## src/rtl/pcie_rx_tlp_framer_if.sv

```systemverilog
// pcie_rx_tlp_framer_if: PCIe core RX AXI-Stream as seen by the passive framer tap
interface pcie_rx_tlp_framer_if #(
  parameter int DATA_W = 64,
  parameter int TUSER_W = 22
);
  logic s_tready, s_tvalid, s_tlast;
  logic [DATA_W/8-1:0] s_tkeep;
  logic [DATA_W-1:0] s_tdata;
  logic [TUSER_W-1:0] s_tuser;
  modport master (output s_tready, s_tvalid, s_tlast, s_tkeep, s_tdata, s_tuser);
  modport slave (input s_tready, s_tvalid, s_tlast, s_tkeep, s_tdata, s_tuser);
endinterface

```

## src/rtl/pcie_rx_tlp_framer.sv

```systemverilog
// pcie_rx_tlp_framer: snoops the RX stream, filters TLPs by type and writes accepted beats
// to the snoop FIFO with length/tag on the first entry and error terminators on aborts
module pcie_rx_tlp_framer #(
  parameter int DATA_W = 64,
  parameter int TUSER_W = 22,
  parameter int TIMEOUT_CYC = 500,
  parameter int TMO_W = 10,
  parameter int CNT_W = 16
) (
  input  logic pcie_clk,
  input  logic pcie_rst_n,
  pcie_rx_tlp_framer_if.slave rx,
  input  logic [5:0] cfg_type_en,
  input  logic full,
  output logic wr_en,
  output logic [12:0] din_tlp_len,
  output logic [7:0] din_tlp_tag,
  output logic din_tvalid,
  output logic din_tlast,
  output logic [DATA_W/8-1:0] din_tkeep,
  output logic [DATA_W-1:0] din_tdata,
  output logic [TUSER_W-1:0] din_tuser,
  output logic din_err,
  output logic [CNT_W-1:0] cnt_tlp,
  output logic [CNT_W-1:0] cnt_drop,
  output logic [CNT_W-1:0] cnt_err
);
  localparam logic [1:0] IDLE = 2'd0, BODY = 2'd1, ERR_TERM = 2'd2, DRAIN = 2'd3;
  logic [1:0] state, nxt;
  logic s1_v, s1_last, s2_v, s2_last;
  logic [DATA_W/8-1:0] s1_keep, s2_keep;
  logic [DATA_W-1:0] s1_data, s2_data;
  logic [TUSER_W-1:0] s1_user, s2_user;
  logic [TMO_W-1:0] tmo;
  logic seen_last, eop, tmo_hit, hdr_wr, body_wr, term_wr, inc_drop, inc_tlp;
  logic [1:0] fmt;
  logic [4:0] typ;
  logic [5:0] hit;
  logic [10:0] len_dw;
  logic [12:0] tlp_len;
  logic [7:0] cpl_tag, tag;
  // A 64-bit completion header carries DW2 in the following beat, which sits in S1
  if (DATA_W == 64) begin : g_64
    assign cpl_tag = s1_data[15:8];
  end else begin : g_128
    assign cpl_tag = s2_data[79:72];
  end
  assign eop = s2_v & s2_last;
  assign tmo_hit = tmo == TMO_W'(TIMEOUT_CYC);
  assign fmt = s2_data[30:29];
  assign typ = s2_data[28:24];
  assign hit = {typ == 5'b01010 && fmt == 2'b10, typ == 5'b01010 && fmt == 2'b00,
                typ == 5'd0 && fmt == 2'b11, typ == 5'd0 && fmt == 2'b10,
                typ == 5'd0 && fmt == 2'b01, typ == 5'd0 && fmt == 2'b00};
  assign len_dw = {s2_data[9:0] == 10'd0, s2_data[9:0]};
  assign tlp_len = (fmt[1] ? {len_dw, 2'b00} : 13'd0) + (fmt[0] ? 13'd16 : 13'd12);
  assign tag = (hit[5] | hit[4]) ? cpl_tag : s2_data[47:40];
  always_comb begin
    nxt = state;
    hdr_wr = 1'b0;
    body_wr = 1'b0;
    term_wr = 1'b0;
    inc_drop = 1'b0;
    case (state)
      IDLE: if (s2_v && !(DATA_W == 64 && s2_last)) begin
        hdr_wr = |(hit & cfg_type_en) & !full;
        inc_drop = |(hit & cfg_type_en) & full;
        nxt = s2_last ? IDLE : hdr_wr ? BODY : DRAIN;
      end
      BODY: if (tmo_hit || (s2_v && full)) nxt = ERR_TERM;
        else if (s2_v) begin
          body_wr = 1'b1;
          nxt = s2_last ? IDLE : BODY;
        end
      ERR_TERM: if (!full) begin
        term_wr = 1'b1;
        nxt = (seen_last | eop) ? IDLE : DRAIN;
      end
      default: if (eop || tmo_hit) nxt = IDLE;
    endcase
  end
  assign inc_tlp = (hdr_wr | body_wr) & s2_last;
  assign wr_en = hdr_wr | body_wr | term_wr;
  assign din_tlp_len = hdr_wr ? tlp_len : 13'd0;
  assign din_tlp_tag = hdr_wr ? tag : 8'd0;
  assign din_tvalid = s2_v | term_wr;
  assign din_tlast = s2_last | term_wr;
  assign din_err = term_wr;
  assign din_tkeep = s2_keep;
  assign din_tdata = s2_data;
  assign din_tuser = s2_user;
  always_ff @(posedge pcie_clk or negedge pcie_rst_n)
    if (!pcie_rst_n) begin
      {s1_v, s1_last, s2_v, s2_last} <= '0;
      {s1_keep, s2_keep, s1_data, s2_data, s1_user, s2_user} <= '0;
      state <= IDLE;
      tmo <= '0;
      seen_last <= 1'b0;
      {cnt_tlp, cnt_drop, cnt_err} <= '0;
    end else begin
      s1_v <= rx.s_tvalid & rx.s_tready;
      s1_last <= rx.s_tlast;
      s1_keep <= rx.s_tkeep;
      s1_data <= rx.s_tdata;
      s1_user <= rx.s_tuser;
      {s2_v, s2_last, s2_keep, s2_data, s2_user} <= {s1_v, s1_last, s1_keep, s1_data, s1_user};
      state <= nxt;
      tmo <= (nxt != state && nxt != IDLE) ? '0 : (state == BODY || state == DRAIN) ? tmo + 1'b1 : tmo;
      // Remembers whether the aborted TLP's tlast already went by, so the terminator can skip DRAIN
      seen_last <= state == ERR_TERM ? seen_last | eop : eop;
      cnt_tlp <= cnt_tlp + CNT_W'(inc_tlp & ~&cnt_tlp);
      cnt_drop <= cnt_drop + CNT_W'(inc_drop & ~&cnt_drop);
      cnt_err <= cnt_err + CNT_W'(term_wr & ~&cnt_err);
    end
endmodule

```

## src/flat_wrapper.sv

```systemverilog
// flat-port wrapper written by rule: the top's interface ports become plain ports
module pcie_rx_tlp_framer_flat 
#(
  parameter int DATA_W = 64,
  parameter int TUSER_W = 22,
  parameter int TIMEOUT_CYC = 500,
  parameter int TMO_W = 10,
  parameter int CNT_W = 16
)
  (pcie_clk, pcie_rst_n, cfg_type_en, full, wr_en, din_tlp_len, din_tlp_tag, din_tvalid, din_tlast, din_tkeep, din_tdata, din_tuser, din_err, cnt_tlp, cnt_drop, cnt_err, rx_s_tready, rx_s_tvalid, rx_s_tlast, rx_s_tkeep, rx_s_tdata, rx_s_tuser);
  pcie_rx_tlp_framer_if #(.DATA_W(DATA_W), .TUSER_W(TUSER_W)) rx_i ();
  input  logic pcie_clk;
  input  logic pcie_rst_n;
  input  logic [5:0] cfg_type_en;
  input  logic full;
  output logic wr_en;
  output logic [12:0] din_tlp_len;
  output logic [7:0] din_tlp_tag;
  output logic din_tvalid;
  output logic din_tlast;
  output logic [DATA_W/8-1:0] din_tkeep;
  output logic [DATA_W-1:0] din_tdata;
  output logic [TUSER_W-1:0] din_tuser;
  output logic din_err;
  output logic [CNT_W-1:0] cnt_tlp;
  output logic [CNT_W-1:0] cnt_drop;
  output logic [CNT_W-1:0] cnt_err;
  input wire logic [$bits(rx_i.s_tready)-1:0] rx_s_tready;
  input wire logic [$bits(rx_i.s_tvalid)-1:0] rx_s_tvalid;
  input wire logic [$bits(rx_i.s_tlast)-1:0] rx_s_tlast;
  input wire logic [$bits(rx_i.s_tkeep)-1:0] rx_s_tkeep;
  input wire logic [$bits(rx_i.s_tdata)-1:0] rx_s_tdata;
  input wire logic [$bits(rx_i.s_tuser)-1:0] rx_s_tuser;
  assign rx_i.s_tready = rx_s_tready;
  assign rx_i.s_tvalid = rx_s_tvalid;
  assign rx_i.s_tlast = rx_s_tlast;
  assign rx_i.s_tkeep = rx_s_tkeep;
  assign rx_i.s_tdata = rx_s_tdata;
  assign rx_i.s_tuser = rx_s_tuser;
  pcie_rx_tlp_framer #(.DATA_W(DATA_W), .TUSER_W(TUSER_W), .TIMEOUT_CYC(TIMEOUT_CYC), .TMO_W(TMO_W), .CNT_W(CNT_W)) u_core (.pcie_clk(pcie_clk), .pcie_rst_n(pcie_rst_n), .rx(rx_i), .cfg_type_en(cfg_type_en), .full(full), .wr_en(wr_en), .din_tlp_len(din_tlp_len), .din_tlp_tag(din_tlp_tag), .din_tvalid(din_tvalid), .din_tlast(din_tlast), .din_tkeep(din_tkeep), .din_tdata(din_tdata), .din_tuser(din_tuser), .din_err(din_err), .cnt_tlp(cnt_tlp), .cnt_drop(cnt_drop), .cnt_err(cnt_err));
endmodule
```

## config.mk

```make
export PLATFORM = sky130hd
export DESIGN_NAME = pcie_rx_tlp_framer_flat
export DESIGN_NICKNAME = d
export VERILOG_FILES = /design/src/rtl/pcie_rx_tlp_framer_if.sv /design/src/rtl/pcie_rx_tlp_framer.sv /design/src/flat_wrapper.sv
export SDC_FILE = /design/constraint.sdc
export NUM_CORES = 1
export LEC_CHECK = 0
export BUFFER_PORTS_ARGS = -buffer_cell sky130_fd_sc_hd__buf_2
export CAP_MARGIN = 10
export CORE_MARGIN = 2
export CORE_UTILIZATION = 54
export DETAILED_ROUTE_END_ITERATION = 10
export MAX_ROUTING_LAYER = met4
export PLACE_DENSITY_LB_ADDON = 0.12
export SYNTH_ARGS = -nofsm -noshare
export SYNTH_HDL_FRONTEND = slang
export SYNTH_SLANG_ARGS = --single-unit
```

## constraint.sdc

```tcl
create_clock -name pcie_clk -period 8.1 [get_ports pcie_clk]
set_input_delay 0.405 -clock pcie_clk [delete_from_list [all_inputs] [get_ports pcie_clk]]
set_output_delay 0.405 -clock pcie_clk [all_outputs]
set_load 0.01 [all_outputs]
```

==> summary.md, run 1 <==
| Metric | Value |
|---|---|
| Arr. time, crit path | `between 3 and 4 ns` |
| DIE WIDTH | `~130 um` |
| Max_cap viols | `0` |
| Switching Share | `24.27%` |
| Peak Freq | `roughly 260 MHz` |
| Worst Tran Pin Value | `0.9717 ns` |
| Worst-path cell chain | `and2_1 > ha_1 > inv_1 > fa_1 > nor2b_1 > nor2_1 > or4b_2 > a21oi_1 > buf_2` |
| Combinational share of power | `around a tenth` |
| Largest net degree at the start of global routing | `96` |
| Initial antenna violation count | `1` |
| First-pass GRT wire length | `approximately 35 mm` |
| CP Max Fanout | `15` |
| Yosys top cell by area | `dfrtp_1` |
| Dpl hpwl | `about 13 mm` |
| Clk Latency, worst-skew pair | `between 0.5 and 0.6 ns` |
| Unique cell type count in the Yosys netlist | `between 50 and 60` |
| Setup TNS | `0 ns` |
| DRT Wirelength | `around 23 mm` |
| Average size of a mapped cell | `between 15 and 20 um2` |
| H-tree depth | `1` |
| EDFF count, synth | `0` |
| Post-route ant nets | `0` |
| Via density | `5.105` |
| Die H | `127.8 um` |
| Final count of pins violating max slew | `0` |
| # port buffers | `270` |
| Most frequent cells in the layout | `269 x buf_2, 253 x dfrtp_1, 95 x dlygate4sd3_1` |
| Setup violations, final | `0` |
| Drt first pass iters | `4` |
| Placer Congestion | `about 0.90` |
| Share of cells above drive strength 1 | `around 34%` |
| Busiest layer in global routing | `met2` |
| P_sw | `around 0.7 mW` |
| Yosys reg bits | `~250` |
| Critical Path End Type | `output pin` |
| Top-area cell type share of the netlist area | `between 70% and 80%` |
| Post-Synthesis Cells | `between 500 and 600` |
| Lkg Pwr | `around 5.9 nW` |
| GRT met1 Usage | `32.22%` |
| Full die area | `around 16000 um2` |
| Clock sinks | `253` |
| CP max-delay cell | `dfrtp_1` |
| Status | `complete, no violations` |
| Non-Filler Instances | `roughly 1.1k` |
| Startpoint Class | `flop` |
| Cell Rows | `45` |
| Vias | `approximately 5.8k` |
| Initial DRC count | `roughly 290` |
| Met2 Usage GRT | `a little over 50%` |
| Worst hold path class | `input port to flop` |
| Hold Vio Cnt, Final | `0` |
| Delay of the slowest critical-path stage | `between 0.6 and 0.7 ns` |
| Layout area overhead | `41.37%` |
| Asr flop ratio synth | `between 90% and 100%` |
| Clk root buf | `clkbuf_16` |
| Minimum clock period | `between 3 and 4 ns` |
| DRC viols | `0` |
| CTS max path bufs | `3` |
| Worst Skew | `around 0.010 ns` |
| Top Ports | `273` |
| Synth Cell Area | `8278 um2` |
| Vias in the first global route | `around 6.3k` |
| Clock power frac | `42.7%` |
| Starting Density | `a little over half` |
| Placed Cells | `approximately 1000` |
| Most common cell after layout, fill and taps aside | `buf_2` |
| RSZ-0062 raised after global routing | `false` |
| Kind of critical path | `flop to output pin` |
| Top_reg_cell synth | `dfrtp_1` |
| CTS tree | `done` |
| Power Internal | `between 2 and 2.5 mW` |
| Total Routing Usage GR | `slightly below 30%` |
| WP data required | `a little under 8 ns` |
| Overflow after GRT | `0` |
| P per Cell Area | `252.9 nW/um2` |
| NumNets Final | `1051` |
| Sequential Power Share | `about 48%` |
| Worst-path clk slew | `approximately 0.060 ns` |
| Ys Warns | `0` |
| Max VDD drop | `between 0.2 and 0.3 mV` |
| Area contributors post-synth | `dfrtp_1 76%, xor2_1 2.9%, xnor2_1 2.8%` |
| Worst rel slew slack | `roughly a third` |
| CTS Buf Count | `25` |
| Core footprint | `15090 um2` |
| Routed len/inst | `~20 um` |
| Period utilization | `approximately 47%` |
| Register area share after synthesis | `76.48%` |
| M3 GR Usage | `7.721%` |
[worst max-delay path, delay by kind of cell (launching register included)]
family	cells	cell delay (ns)
simple gates	4	1.24
flops	1	0.64
fa+ha+maj	2	0.56
buf+inv	2	0.26
compound gates	1	0.18
[through the flow]
stage / hold WS [ns] / total power, mW / setup slack, ns / area (um2) / util, %
floorplan: 0.1094 / 1.537 / 5.121 / 8282 / -
global placement: 0.3314 / 1.658 / 5.043 / 9847 / 65.26
detailed placement: 0.3347 / 1.672 / 4.943 / 9847 / 65.26
CTS: 0.01142 / 2.949 / 4.343 / 11700 / 77.54
global route: 0.001255 / 3.071 / 4.101 / 11700 / 77.55
finish: 0.01424 / 2.959 / 4.293 / 11700 / 77.55
[power by group through the flow]
stage | sequential, mW | combinational [mW] | clock [mW]
after detailed placement | 1.43 | 0.238 | 0
after CTS | 1.41 | 0.276 | 1.26
after global placement | 1.43 | 0.231 | 0
final | 1.42 | 0.279 | 1.26
after floorplan | 1.43 | 0.105 | 0
after global routing | 1.43 | 0.306 | 1.34
[logic make-up (layout without fill, tap and decap cells)]
family                   count (synthesis)  after routing  share of synthesized area, %
AO/OA/AOI/OAI                           37             37                         3.083
adder cells (fa/ha/maj)                 13             13                         2.056
XOR/XNOR                                53             53                         5.608
multiplexers                            11             11                         1.496
AND/OR/NAND/NOR                        154            154                         9.991
flip-flops                             253            253                         76.48
buffers and inverters                   23            427                         1.239
other                                    1              3                       0.04530
[layer usage]
layer	part of all wire, %	wire [um]
met5	0	0
met4	3.5	784
met3	7.1	1608
met2	53	12020
met1	36	8116
[path summary, 6_finish.rpt]
| kind | from | end | slack, ns | cells past startpoint |
|---|---|---|---|---|
| hold / removal | rx_s_tuser[6] | u_core.s1_user[6]$_DFF_PN0_ | 0.01 | 1 |
| min in group asynchronous | pcie_rst_n | u_core.cnt_drop[7]$_DFF_PN0_ | 0.48 | 2 |
| hold reg to reg | u_core.s1_data[22]$_DFF_PN0_ | u_core.din_tdata[22]$_DFF_PN0_ | 0.34 | 0 |
| max in group asynchronous | pcie_rst_n | u_core.din_tdata[10]$_DFF_PN0_ | 6.14 | 3 |
| setup / recovery | u_core.din_tdata[30]$_DFF_PN0_ | din_tlp_len[12] | 4.29 | 9 |
| setup reg to reg | u_core.din_tdata[29]$_DFF_PN0_ | u_core.cnt_tlp[12]$_DFF_PN0_ | 4.97 | 9 |
[cell type report]
type,instances,area (um2)
diodes,1,2.502
clock buffers,33,695.7
clock inverters,12,206.4
fillers,898,3387
inverters,15,56.30
multi-input cells,270,1848
flip-flops and latches,253,6331
well taps,188,235.2
repair buffers,367,2327
[repair_timing]
action                                 in CTS  in global routing
endpoints found under the hold margin     187                  0
gates resized for setup                     0                  0
setup buffers                               0                  0
hold buffers                               95                  0
[cells in the mapped netlist, types with 4 or more instances]
library cell  number
and2_1             4
nand3_1           24
and3_1             9
nor4_1             4
xnor2_1           26
mux2i_1            9
nand4_1           11
dfrtp_1          253
inv_1             15
nor3_1            21
nor2_1            30
a21oi_1            9
o21ai_0            5
nand2_1           33
o211ai_1           5
xor2_1            27
ha_1              12
and4_1             4
clkbuf_1           4
[flip-flops by register name, indices dropped and copies added, names as in the netlist, 2 cells and up]
name / count
u_core.s1_data: 64
u_core.cnt_err: 16
u_core.din_tuser: 22
u_core.din_tdata: 64
u_core.cnt_drop: 16
u_core.cnt_tlp: 16
u_core.tmo: 10
u_core.state: 2
u_core.s1_keep: 8
u_core.din_tkeep: 8
u_core.s1_user: 22
No activity file was read; power rests on OpenSTA's default activity.
==> run 2: changes to the inputs <==
- ABC_AREA: unset -> 1
- CORE_UTILIZATION: 54 -> 45
- clock period: 8.1 -> 3.07 ns (I/O delays scaled with it)
==> run 2 against run 1 <==
  * The flow now finishes with violations (DRC)
  * Die area is 20% higher
  * Area after synthesis is 0.70% higher
  * Clock skew up 0.012 ns
  * Critical endpoint unchanged
==> summary.md, run 2 <==
| Metric | Value |
|---|---|
| Status | `finished, violations left` |
| Failing checks | `DRC` |
| Share of cells above drive strength 1 | `32.98% (-0.91 points)` |
| Largest net degree at the start of global routing | `114 (+19%)` |
| Vias in the first global route | `6162 (-2.9%)` |
| Starting Density | `46.09% (-8.8 points)` |
| RSZ-0062 raised after global routing | `false` |
| Max_cap viols | `0 (unchanged)` |
| Lkg Pwr | `6.133 nW (+4.6%)` |
| Worst Skew | `0.02202 ns (+0.01173 ns)` |
| Delay of the slowest critical-path stage | `0.42 ns (-0.22 ns)` |
| Crit-path leading delay family | `buffers and inverters` |
| Top Ports | `273 (unchanged)` |
| Startpoint Class | `flop` |
| Post-Synthesis Cells | `624 (+14%)` |
| DRC viols | `9 (+9)` |
| Setup violations, final | `0 (unchanged)` |
| Minimum clock period | `between 2 and 3 ns` |
| Top_reg_cell synth | `dfrtp_1` |
| Layout area overhead | `43.25%` |
| Total Routing Usage GR | `20.82% (-8.3 points)` |
| CTS Buf Count | `26 (+4.0%)` |
| Ys Warns | `0 (unchanged)` |
| Die H | `140.1 um (+9.6%)` |
| Kind of critical path | `flop to output pin` |
| Critical Path End Type | `output pin` |
| CP bufs+invs | `6 (+4)` |
| Asr flop ratio synth | `100.0% (unchanged)` |
| Worst rel slew slack | `41.83% (+6.6 points)` |
| Full die area | `19630 um2 (+20%)` |
| WP data required | `2.92 ns (-4.78 ns)` |
| NumNets Final | `1143 (+8.8%)` |
| Routed len/inst | `15.32 um (-23%)` |
| EDFF count, synth | `0 (unchanged)` |
| Register area share after synthesis | `75.95% (-0.53 points)` |
| CP max-delay cell | `dfrtp_2` |
| Area contributors post-synth | `dfrtp_1 76%, nand2_1 4.0%, xor2_1 2.9%` |
| Core footprint | `18090 um2 (+20%)` |
| Dpl hpwl | `13.07 mm (-0.29%)` |
| Clock sinks | `253 (unchanged)` |
| Worst hold path class | `input port to flop` |
| Top-area cell type share of the netlist area | `75.95% (-0.53 points)` |
| Worst-path clk slew | `0.06 ns (about the same)` |
| Final WS setup | `0.1990 ns (-4.094 ns)` |
| Clk root buf | `clkbuf_16` |
| CTS tree | `done` |
| Drt first pass iters | `7 (+3)` |
| Worst-path cell chain | `inv_1 > buf_6 > ha_1 > inv_1 > fa_1 > inv_1 > nand2_1 > nand2_1 > nand2_1 > inv_1 > nand4_1 > a211oi_2 > buf_2` |
| Vias | `5838 (+0.40%)` |
| Most frequent cells in the layout | `269 x buf_2, 251 x dfrtp_1, 98 x dlygate4sd3_1` |
| Overflow after GRT | `0 (unchanged)` |
| Dpl ws | `0.4026 ns (-4.540 ns)` |
| Cell Rows | `49 (+8.9%)` |
| Arr. time, crit path | `2.72 ns (-0.68 ns)` |
| Hold Vio Cnt, Final | `0 (unchanged)` |
| Yosys reg bits | `253 (unchanged)` |
| Worst Tran Pin Value | `0.8726 ns (-0.09915 ns)` |
| Unique cell type count in the Yosys netlist | `36 (-31%)` |
| CP most frequent cell | `inv_1` |
| Via density | `4.579 (-10%)` |
| Peak Freq | `about 350 MHz` |
| Placer Congestion | `0.8035 (-11%)` |
| DIE WIDTH | `140.1 um (+9.6%)` |
| Clk Latency, worst-skew pair | `0.54 ns (about the same)` |
| CTS max path bufs | `3 (unchanged)` |
| Top cells by count, synth | `253 x dfrtp_1, 88 x nand2_1, 53 x inv_1, 53 x nor2_1` |
| Average size of a mapped cell | `13.36 um2 (-12%)` |
| # port buffers | `270 (unchanged)` |
| Initial antenna violation count | `3 (+2)` |
| H-tree depth | `1 (unchanged)` |
| Max VDD drop | `0.5605 mV (+120%)` |
| CP Max Fanout | `11 (-4)` |
| P per Cell Area | `642.1 nW/um2 (+150%)` |
| Synth Cell Area | `8335 um2 (+0.70%)` |
| Setup TNS | `0 ns (unchanged)` |
| First-pass GRT wire length | `31.57 mm (-9.7%)` |
| Most common cell after layout, fill and taps aside | `buf_2` |
| Period utilization | `93.52%` |
| Final count of pins violating max slew | `0 (unchanged)` |
| Post-route ant nets | `0 (unchanged)` |
| Initial DRC count | `220 (-23%)` |
| Yosys top cell by area | `dfrtp_1` |
| DRT Wirelength | `19.53 mm (-13%)` |
| Top-count cell post-synth | `dfrtp_1` |
[run 2: cell types whose count changed in the layout (fill, tap and decap cells not counted), sizes merged, moves of 4 or more]
cell / before / now
a21oi: 9 / 22
and2: 4 / 0
and3: 9 / 2
and4: 4 / 0
buf: 272 / 280
inv: 16 / 53
mux2i: 9 / 0
nand2: 33 / 96
nand3: 24 / 30
nor2: 30 / 54
nor3: 22 / 14
o211ai: 5 / 0
xnor2: 26 / 17
[run 2: where the power goes]
part | internal, mW | switching (mW)
combinational | 0.346 | 0.449
sequential | 3.54 | 0.139
clock | 1.91 | 1.27
total | 5.80 | 1.86
[run 2: timing repair]
action	in CTS	in global routing
gates resized for setup	0	5
hold buffers	98	0
hold endpoints to repair	205	0
setup endpoints to repair	0	2
buffers inserted	0	2
[run 2: final timing paths]
| check | startpoint | end | slack, ns | depth (start not counted) |
|---|---|---|---|---|
| max in group asynchronous | pcie_rst_n | u_core.din_tdata[44]$_DFF_PN0_ | 2.02 | 3 |
| setup / recovery | u_core.din_tdata[29]$_DFF_PN0_ | din_tlp_len[12] | 0.20 | 13 |
| hold / removal | full | u_core.state[0]$_DFF_PN0_ | 0.04 | 4 |
| hold reg to reg | u_core.s1_data[3]$_DFF_PN0_ | u_core.din_tdata[3]$_DFF_PN0_ | 0.35 | 0 |
| setup reg to reg | u_core.tmo[0]$_DFFE_PN0P_ | u_core.cnt_tlp[11]$_DFF_PN0_ | 0.40 | 16 |
| min in group asynchronous | pcie_rst_n | u_core.cnt_drop[10]$_DFF_PN0_ | 0.27 | 2 |
[run 2: cell type report]
class                           instances  area [um2]
Antenna cell                            3       7.507
Clock buffer                           35       724.4
Clock inverter                         12       162.7
Fill cell                            1331        6146
Inverter                               53       198.9
Multi-Input combinational cell        312        1764
Sequential cell                       253        6334
Tap cell                              229       286.5
Timing Repair Buffer                  378        2462
[run 2: tightest hold or removal path: stages]
cell	delay, ns
buf_2	0.13
nand2_1	0.08
nand3_1	0.09
a21oi_2	0.06
[run 2: logic make-up after synthesis]
| logic type | count (synthesis) | synth area share [%] |
|---|---|---|
| flip-flops | 253 | 75.95 |
| buffers and inverters | 60 | 2.987 |
| AO/OA/AOI/OAI | 39 | 2.612 |
| adder cells (fa/ha/maj) | 13 | 2.041 |
| other | 1 | 0.04499 |
| XOR/XNOR | 45 | 4.728 |
| AND/OR/NAND/NOR | 213 | 11.63 |
[run 2: per-stage QoR]
stage	power [mW]	std cells	instance area (um2)	utilization, %	hold WS (ns)
5_1_grt	7.998	1275	11940	66.02	0.04748
4_1_cts	7.745	1270	11900	65.81	0.02421
6_report	7.667	1275	11940	66.02	0.04414
2_1_floorplan	4.075	625	8339	-	-0.1421
3_3_place_gp	4.430	1125	10030	55.48	0.2608
3_5_place_dp	4.441	1125	10030	55.48	0.2628
[run 2: metal layers]
layer	routed length [um]	vias up	global-route usage (%)	part of all wire, %
li1	-	2799	-	-
met1	7798	2810	24.81	40
met2	9547	189	34.20	49
met3	1705	40	7.145	8.7
met4	479	0	5.635	2.5
met5	0	-	-	0
